### config.mk
export PLATFORM = sky130hd
export DESIGN_NAME = lcd_read_fsm
export DESIGN_NICKNAME = d
export VERILOG_FILES = /design/src/rtl/lcd_read_fsm.sv
export SDC_FILE = /design/constraint.sdc
export NUM_CORES = 1
export LEC_CHECK = 0
export BUFFER_PORTS_ARGS = -buffer_cell sky130_fd_sc_hd__buf_2
export CAP_MARGIN = 15
export CORE_ASPECT_RATIO = 1.75
export CORE_UTILIZATION = 45
export CTS_CLUSTER_SIZE = 20
export DETAILED_ROUTE_END_ITERATION = 10
export GPL_ROUTABILITY_DRIVEN = 1
export MAX_ROUTING_LAYER = met4
export PLACE_DENSITY = 0.69
export RECOVER_POWER = 25
export SYNTH_ARGS = -nofsm -noshare
export SYNTH_HDL_FRONTEND = slang
export SYNTH_SLANG_ARGS = --single-unit
### constraint.sdc
create_clock -name clk -period 3.15 [get_ports clk]
set_clock_uncertainty 0.05 [all_clocks]
set_input_delay 0.63 -clock clk [delete_from_list [all_inputs] [get_ports clk]]
set_output_delay 0.63 -clock clk [all_outputs]
set_load 0.03 [all_outputs]
### src/rtl/lcd_read_fsm.sv
// Read-side controller for an HD44780-style LCD bus: timed RW=1 cycles,
// single-byte reads or busy-flag polling with a bounded retry count.
module lcd_read_fsm #(
    parameter int SETUP_CYC   = 2,
    parameter int EN_HIGH_CYC = 6,
    parameter int EN_LOW_CYC  = 6,
    parameter int MAX_POLLS   = 255
) (
    input  logic       clk,
    input  logic       reset,
    input  logic       readReq,
    input  logic       pollBusy,
    input  logic       RSin,
    input  logic [7:0] dataIn,
    output logic       RSout,
    output logic       RWout,
    output logic       enable,
    output logic       busOE,
    output logic [7:0] dataOut,
    output logic       readDone,
    output logic       timeout,
    output logic       busy
);
    // state   | meaning
    // IDLE    | bus driven by FPGA, waiting for readReq
    // SETUP   | RS/RW stable, enable low (address setup)
    // EN_HIGH | enable high, data sampled on the final edge
    // EN_LOW  | enable low, LCD still owns the bus
    // DONE    | one-cycle completion pulse

    localparam int MAX_SH = (SETUP_CYC > EN_HIGH_CYC) ? SETUP_CYC : EN_HIGH_CYC;
    localparam int MAX_C  = (MAX_SH > EN_LOW_CYC) ? MAX_SH : EN_LOW_CYC;
    localparam int CW     = $clog2(MAX_C + 1);
    localparam int PW     = $clog2(MAX_POLLS + 1);

    localparam logic [CW-1:0] SETUP_LD = CW'(SETUP_CYC - 1);
    localparam logic [CW-1:0] HIGH_LD  = CW'(EN_HIGH_CYC - 1);
    localparam logic [CW-1:0] LOW_LD   = CW'(EN_LOW_CYC - 1);
    localparam logic [PW-1:0] POLL_MAX = PW'(MAX_POLLS);

    typedef enum logic [2:0] {
        S_IDLE    = 3'd0,
        S_SETUP   = 3'd1,
        S_EN_HIGH = 3'd2,
        S_EN_LOW  = 3'd3,
        S_DONE    = 3'd4
    } state_t;

    state_t        state, state_n;
    logic [CW-1:0] cnt, cnt_n;
    logic [PW-1:0] polls, polls_n;
    logic          rs_lat, rs_n;
    logic          poll_lat, poll_n;
    logic [7:0]    data_n;
    logic          to_n;

    always_ff @(posedge clk) begin
        if (reset) begin
            state    <= S_IDLE;
            cnt      <= '0;
            polls    <= '0;
            rs_lat   <= 1'b0;
            poll_lat <= 1'b0;
            dataOut  <= '0;
            timeout  <= 1'b0;
        end else begin
            state    <= state_n;
            cnt      <= cnt_n;
            polls    <= polls_n;
            rs_lat   <= rs_n;
            poll_lat <= poll_n;
            dataOut  <= data_n;
            timeout  <= to_n;
        end
    end

    always_comb begin
        state_n = state;
        cnt_n   = cnt;
        polls_n = polls;
        rs_n    = rs_lat;
        poll_n  = poll_lat;
        data_n  = dataOut;
        to_n    = timeout;
        case (state)
            S_IDLE: begin
                if (readReq) begin
                    // Polling always reads the status register, so RS is forced low.
                    rs_n    = RSin & ~pollBusy;
                    poll_n  = pollBusy;
                    to_n    = 1'b0;
                    polls_n = '0;
                    cnt_n   = SETUP_LD;
                    state_n = S_SETUP;
                end
            end
            S_SETUP: begin
                if (cnt == '0) begin
                    cnt_n   = HIGH_LD;
                    state_n = S_EN_HIGH;
                end else begin
                    cnt_n = cnt - CW'(1);
                end
            end
            S_EN_HIGH: begin
                if (cnt == '0) begin
                    data_n  = dataIn;
                    polls_n = polls + PW'(1);
                    cnt_n   = LOW_LD;
                    state_n = S_EN_LOW;
                end else begin
                    cnt_n = cnt - CW'(1);
                end
            end
            S_EN_LOW: begin
                if (cnt == '0) begin
                    if (poll_lat && dataOut[7] && (polls < POLL_MAX)) begin
                        cnt_n   = SETUP_LD;
                        state_n = S_SETUP;
                    end else begin
                        if (poll_lat && dataOut[7]) begin
                            to_n = 1'b1;
                        end
                        state_n = S_DONE;
                    end
                end else begin
                    cnt_n = cnt - CW'(1);
                end
            end
            S_DONE: begin
                state_n = S_IDLE;
            end
            default: begin
                state_n = S_IDLE;
            end
        endcase
    end

    assign busy     = (state != S_IDLE);
    assign RWout    = busy;
    assign RSout    = busy & rs_lat;
    assign enable   = (state == S_EN_HIGH);
    assign busOE    = (state == S_IDLE);
    assign readDone = (state == S_DONE);

endmodule
### Word-level counts from Yosys, hierarchy flattened

Index checks and enable logic that the tools add are counted.

* register bits: 25
* bits of input ports: 13

* $add $sub $neg: 2
* $lt $le $gt $ge: 1
* equality and inequality tests: 11
* multiplexer cells: 18
* bitwise operators: 3
* reductions and logical operators: 15

Operators by type and width (number)
* two-way mux 3 bit: 8
* two-way mux 8 bit: 2
* one-hot mux 8 bit (2 select lines): 1
* one-hot mux 3 bit (4 select lines): 1
* != test 2 bit (second input constant): 5
* one-hot mux 3 bit (3 select lines): 1
* adder 8 x 1 -> 8 bit (second input constant): 1
* < comparator 8 bit (second input constant): 1
* == test 3 x 2 -> 1 bit (second input constant): 2
* zero test 3 bit: 2
* AND reduction 3 bit: 2
* nonzero test 3 bit: 2
* AND reduction 5 bit: 1
* two-way mux 1 bit: 4
* AND reduction 2 bit: 2
* AND reduction 4 bit: 1
* nonzero test 2 bit: 2
* == test 3 x 1 -> 1 bit (second input constant): 1
* == test 3 bit (second input constant): 1
* != test 3 bit (second input constant): 1
* subtractor 3 x 1 -> 3 bit (second input constant): 1
* bitwise AND 1 bit: 2
* logical AND 1 bit: 2
* != test 2 x 1 -> 1 bit (second input constant): 1
* other kinds (3): 3

### Logic depth before layout (Yosys ltp)

* word-level depth: 5
* gate-level depth with buffers: 6
* gate-level depth less buffers: 5

### Worst setup path before layout

No wires, ideal clock.

* kind: register to output
* from: register state[0]
* to: output RSout
* arrival time: 1.983 ns
* required time: 2.470 ns
* path slack: 0.487 ns
* cell stages (with the launch flop): 5
* buffers on the path: 1
* cells stage by stage: dfxtp_1 buf_2 nor3_1 inv_1 and2_1

* longest elaborated chain between the ends: 2

RTL lines
* start: declaration: line 49 `state_t state, state_n;`
* start signal: assignment: line 67 `state <= state_n;`
* nonzero test 3 bit: line 139 `assign busy = (state != S_IDLE);`
* via RWout: line 16 `output logic RWout,`
* bitwise AND 1 bit: line 141 `assign RSout = busy & rs_lat;`
* end: declaration: line 15 `output logic RSout,`

The timed path passes the listed nets, and every way through them passes these cells.

### Worst setup path after layout

* from: register state[1]
* to: register polls[5]

* longest elaborated chain between the ends: 3
* elaborated cells on any way between the ends: 7

RTL lines
* == test 3 x 2 -> 1 bit / zero test 3 bit (equally long branches): line 85 `case (state)`
* != test 2 x 1 -> 1 bit (no line) (tied with other cells)
* AND reduction 3 bit (no line)
* end signal: assignment: line 69 `polls <= polls_n;`
* end: declaration: line 51 `logic [PW-1:0] polls, polls_n;`

Several ways; a longest one is shown, not always the timed one.
A chain may end at the register's enable or synchronous reset.

==> impl_metrics.csv <==
group,metric,value,unit
sta,finalSetupTns,0,ps
final_layout,syn_to_final_growth,12.8,%
floorplan,fp.dieH,69.7,µm
sta,holdWs,396,ps
synthesis,yosysUniqueCellTypes,40,
global_route,grt_max_degree,20,
setup_path,worstPathArrival,2410,ps
sta,worst_pin_slew,1030,ps
global_route,grt_pass1_wl,4060,µm
floorplan,die_x,40.7,µm
routing,via_per_inst,5.68,
placed_design,gp_congestion,0.885,
synthesis,ys_seq_area_share,42.4,%
setup_path,rr_endpoint,"polls[5]$_SDFFE_PP0P_",
global_route,grt_overflow,0,
setup_path,endpoint_kind,"flip-flop",
global_route,grt_pass1_vias,954,
clock_network,cts_tree,"built",
floorplan,die_area,2840,µm²
sta,finalHoldViolCount,0,
routing,avgRoutedWirePerCell,13.3,µm
power,ir_worst_vdd,324,µV
synthesis,yosysWarnings,0,
routing,drt_iter0_markers,27,
worst_hold_path,holdPathEnd,"timeout$_SDFFE_PP0P_",
power,sw_frac_of_total,36.8,%
global_route,grt_usage,20.4,%
floorplan,pin_count,28,
final_layout,final_nets,170,
sta,fin_crit_sh,71.4,%
setup_path,cp_cell_sequence,"nor4b_1, o211ai_2, or3_1, a21oi_2",
power,pwr-share-comb,30.8,%
routing,drc,0,
synthesis,synth-main-ff-cell,"dfxtp_1",
sta,grt_setup_unrepaired,"no",
final_layout,n_antenna_cell,0,
floorplan,core_area,2490,µm²
final_layout,drive_above_1_share,20.6,%
synthesis,netlist_area,1180,µm²
routing,dr.pass1.iters,4,
placed_design,dpl.hpwl,1840,µm
routing,vias,1028,
synthesis,async_reset_ff_share,0,%
clock_network,clk_latency,270,ps
sta,slew_headroom,30.7,%
clock_network,cts_max_level,1,
clock_network,cts_buffers,3,
synthesis,synth_area_per_cell,8.94,µm²
setup_path,startpoint_type,"flip-flop",
clock_network,cts_resized,0,
power,power_frac_clock,23.2,%
setup_path,reg2regPathDepth,4,
job,max_cap_viol_count,0,
setup_path,path_class,"flip-flop to flip-flop",
floorplan,rows,24,
clock_network,hold_buffers,0,
sta,fmax,0.445,GHz
sta,maxSlewViolCount,0,
synthesis,synth_edf_count,0,
clock_network,clock-sinks,25,
setup_path,r2r-start,"state[1]$_SDFFE_PP0P_",
setup_path,rrSetupSlack,900,ps
worst_hold_path,hold_depth,2,
clock_network,clockBufferDepth,2,
clock_network,clk_pin_slew,80,ps
sta,setup_viol,0,
synthesis,syn_inst,132,
clock_network,root_buffer,"clkbuf_8",
synthesis,synth_nets,146,
worst_hold_path,holdCritPathClass,"flip-flop to flip-flop",
power,powerDensity,622,nW/µm²
power,p_int,0.524,mW
sta,period_minus_slack,2250,ps
setup_path,crit_required,3310,ps
clock_network,post_cts_buffers,0,
power,pwr-share-seq,46.0,%
routing,routed_wirelength,2410,µm
run_status,status,"finished clean",
setup_path,cp_slowest_stage_delay,870,ps
setup_path,cp_max_fo,11,
global_route,grt_antenna_before_repair,0,
setup_path,cp_slowest_cell,"nor4b_1",
worst_hold_path,min_from,"timeout$_SDFFE_PP0P_",
placed_design,port_buffers,27,
synthesis,ys_seq_elements,25,
power,p_leak,0.512,nW
routing,drtAntennaViolNets,0,
floorplan,start_util,47.3,%
power,p_switching,0.304,mW
worst max-delay path: cells and delay by family, from the launching register on:
kind | cells | cell delay, ps
AO/OA/AOI/OAI | 2 | 370
AND/OR/NAND/NOR | 2 | 1250
flip-flops | 1 | 520
synthesized netlist by cell type (all sizes together) (2+ instances only):
cell | n | area share, %
mux2i | 10 | 8.5
nor4b | 2 | 2.8
o21ai | 6 | 2.9
a21oi | 7 | 3.6
buf | 6 | 2.8
and2 | 3 | 1.6
nand2 | 4 | 1.3
a22oi | 2 | 1.3
nor2 | 21 | 6.9
nor3 | 7 | 3.0
or3 | 3 | 1.6
dfxtp | 25 | 42
nand3b | 3 | 1.9
or2 | 2 | 1.1
o211ai | 4 | 3.0
xor2 | 3 | 2.2
and3 | 3 | 1.6
clkbuf | 2 | 0.64
inv | 5 | 1.6
power by group through the flow:
stage                     sequential [mW]  combinational [mW]  clock (mW)
after CTS                           0.384               0.262       0.194
final                               0.381               0.255       0.192
after global routing                0.386               0.279       0.211
after global placement              0.391               0.255           0
after floorplan                     0.387               0.211           0
after detailed placement            0.391               0.261           0
metal layers:
layer	global-route usage [%]	vias up	part of all wire [%]
li1	-	506	-
met1	23.8	481	41
met2	32.3	35	53
met3	4.17	6	4.2
met4	7.78	0	2.1
met5	-	-	0
per-stage QoR:
step                instances  power, mW  worst slack [ps]  util (%)  cell area (µm²)
floorplan                 132      0.598               487         -             1180
global placement          177      0.646              1220      52.5             1310
detailed placement        177      0.652              1270      52.5             1310
CTS                       181      0.840               960      54.3             1350
global route              181      0.877               728      53.4             1330
finish                    181      0.828               901      53.4             1330
state kept, by name, summed over array words and instances (netlist names):
signal and flops:
dataOut 8, polls 8, cnt 3, state 3
poll_lat 1, rs_lat 1, timeout 1
cell families (layout without fill, tap and decap cells):
logic type               after synthesis  in the layout  share of synthesized area [%]
AO/OA/AOI/OAI                         24             24                           14.3
buffers and inverters                 13             36                           4.98
multiplexers                          10             10                           8.48
adder cells (fa/ha/maj)                2              2                           1.91
XOR/XNOR                               4              4                           2.97
AND/OR/NAND/NOR                       54             54                           24.9
flip-flops                            25             25                           42.4
area by class of cell:
cell class                 count  area [µm²]
timing repair buffer          27         129
inverter                       5        18.8
fill                         237        1160
clock buffer                   4        45.0
sequential                    25         500
tap                           26        32.5
multi-input combinational     94         606
placed cells by master (no fill, tap or decap), drive strengths merged, types with 4 or more instances in the layout:
cell and count:
a21oi 7, buf 22, o211ai 4, nor3 7
inv 5, nand2 4, nor2 21, mux2i 10
o21ai 6, dfxtp 25, clkbuf 9
worst max path at each step:
stage	startpoint	to	cells past startpoint
floorplan	state[0]$_SDFFE_PP0P_	RSout	4
global placement	state[1]$_SDFFE_PP0P_	RSout	4
detailed placement	state[1]$_SDFFE_PP0P_	RSout	4
CTS	state[0]$_SDFFE_PP0P_	RSout	4
global route	state[1]$_SDFFE_PP0P_	polls[7]$_SDFFE_PP0P_	4
finish	state[1]$_SDFFE_PP0P_	polls[5]$_SDFFE_PP0P_	4
No activity file was read; power rests on OpenSTA's default activity.
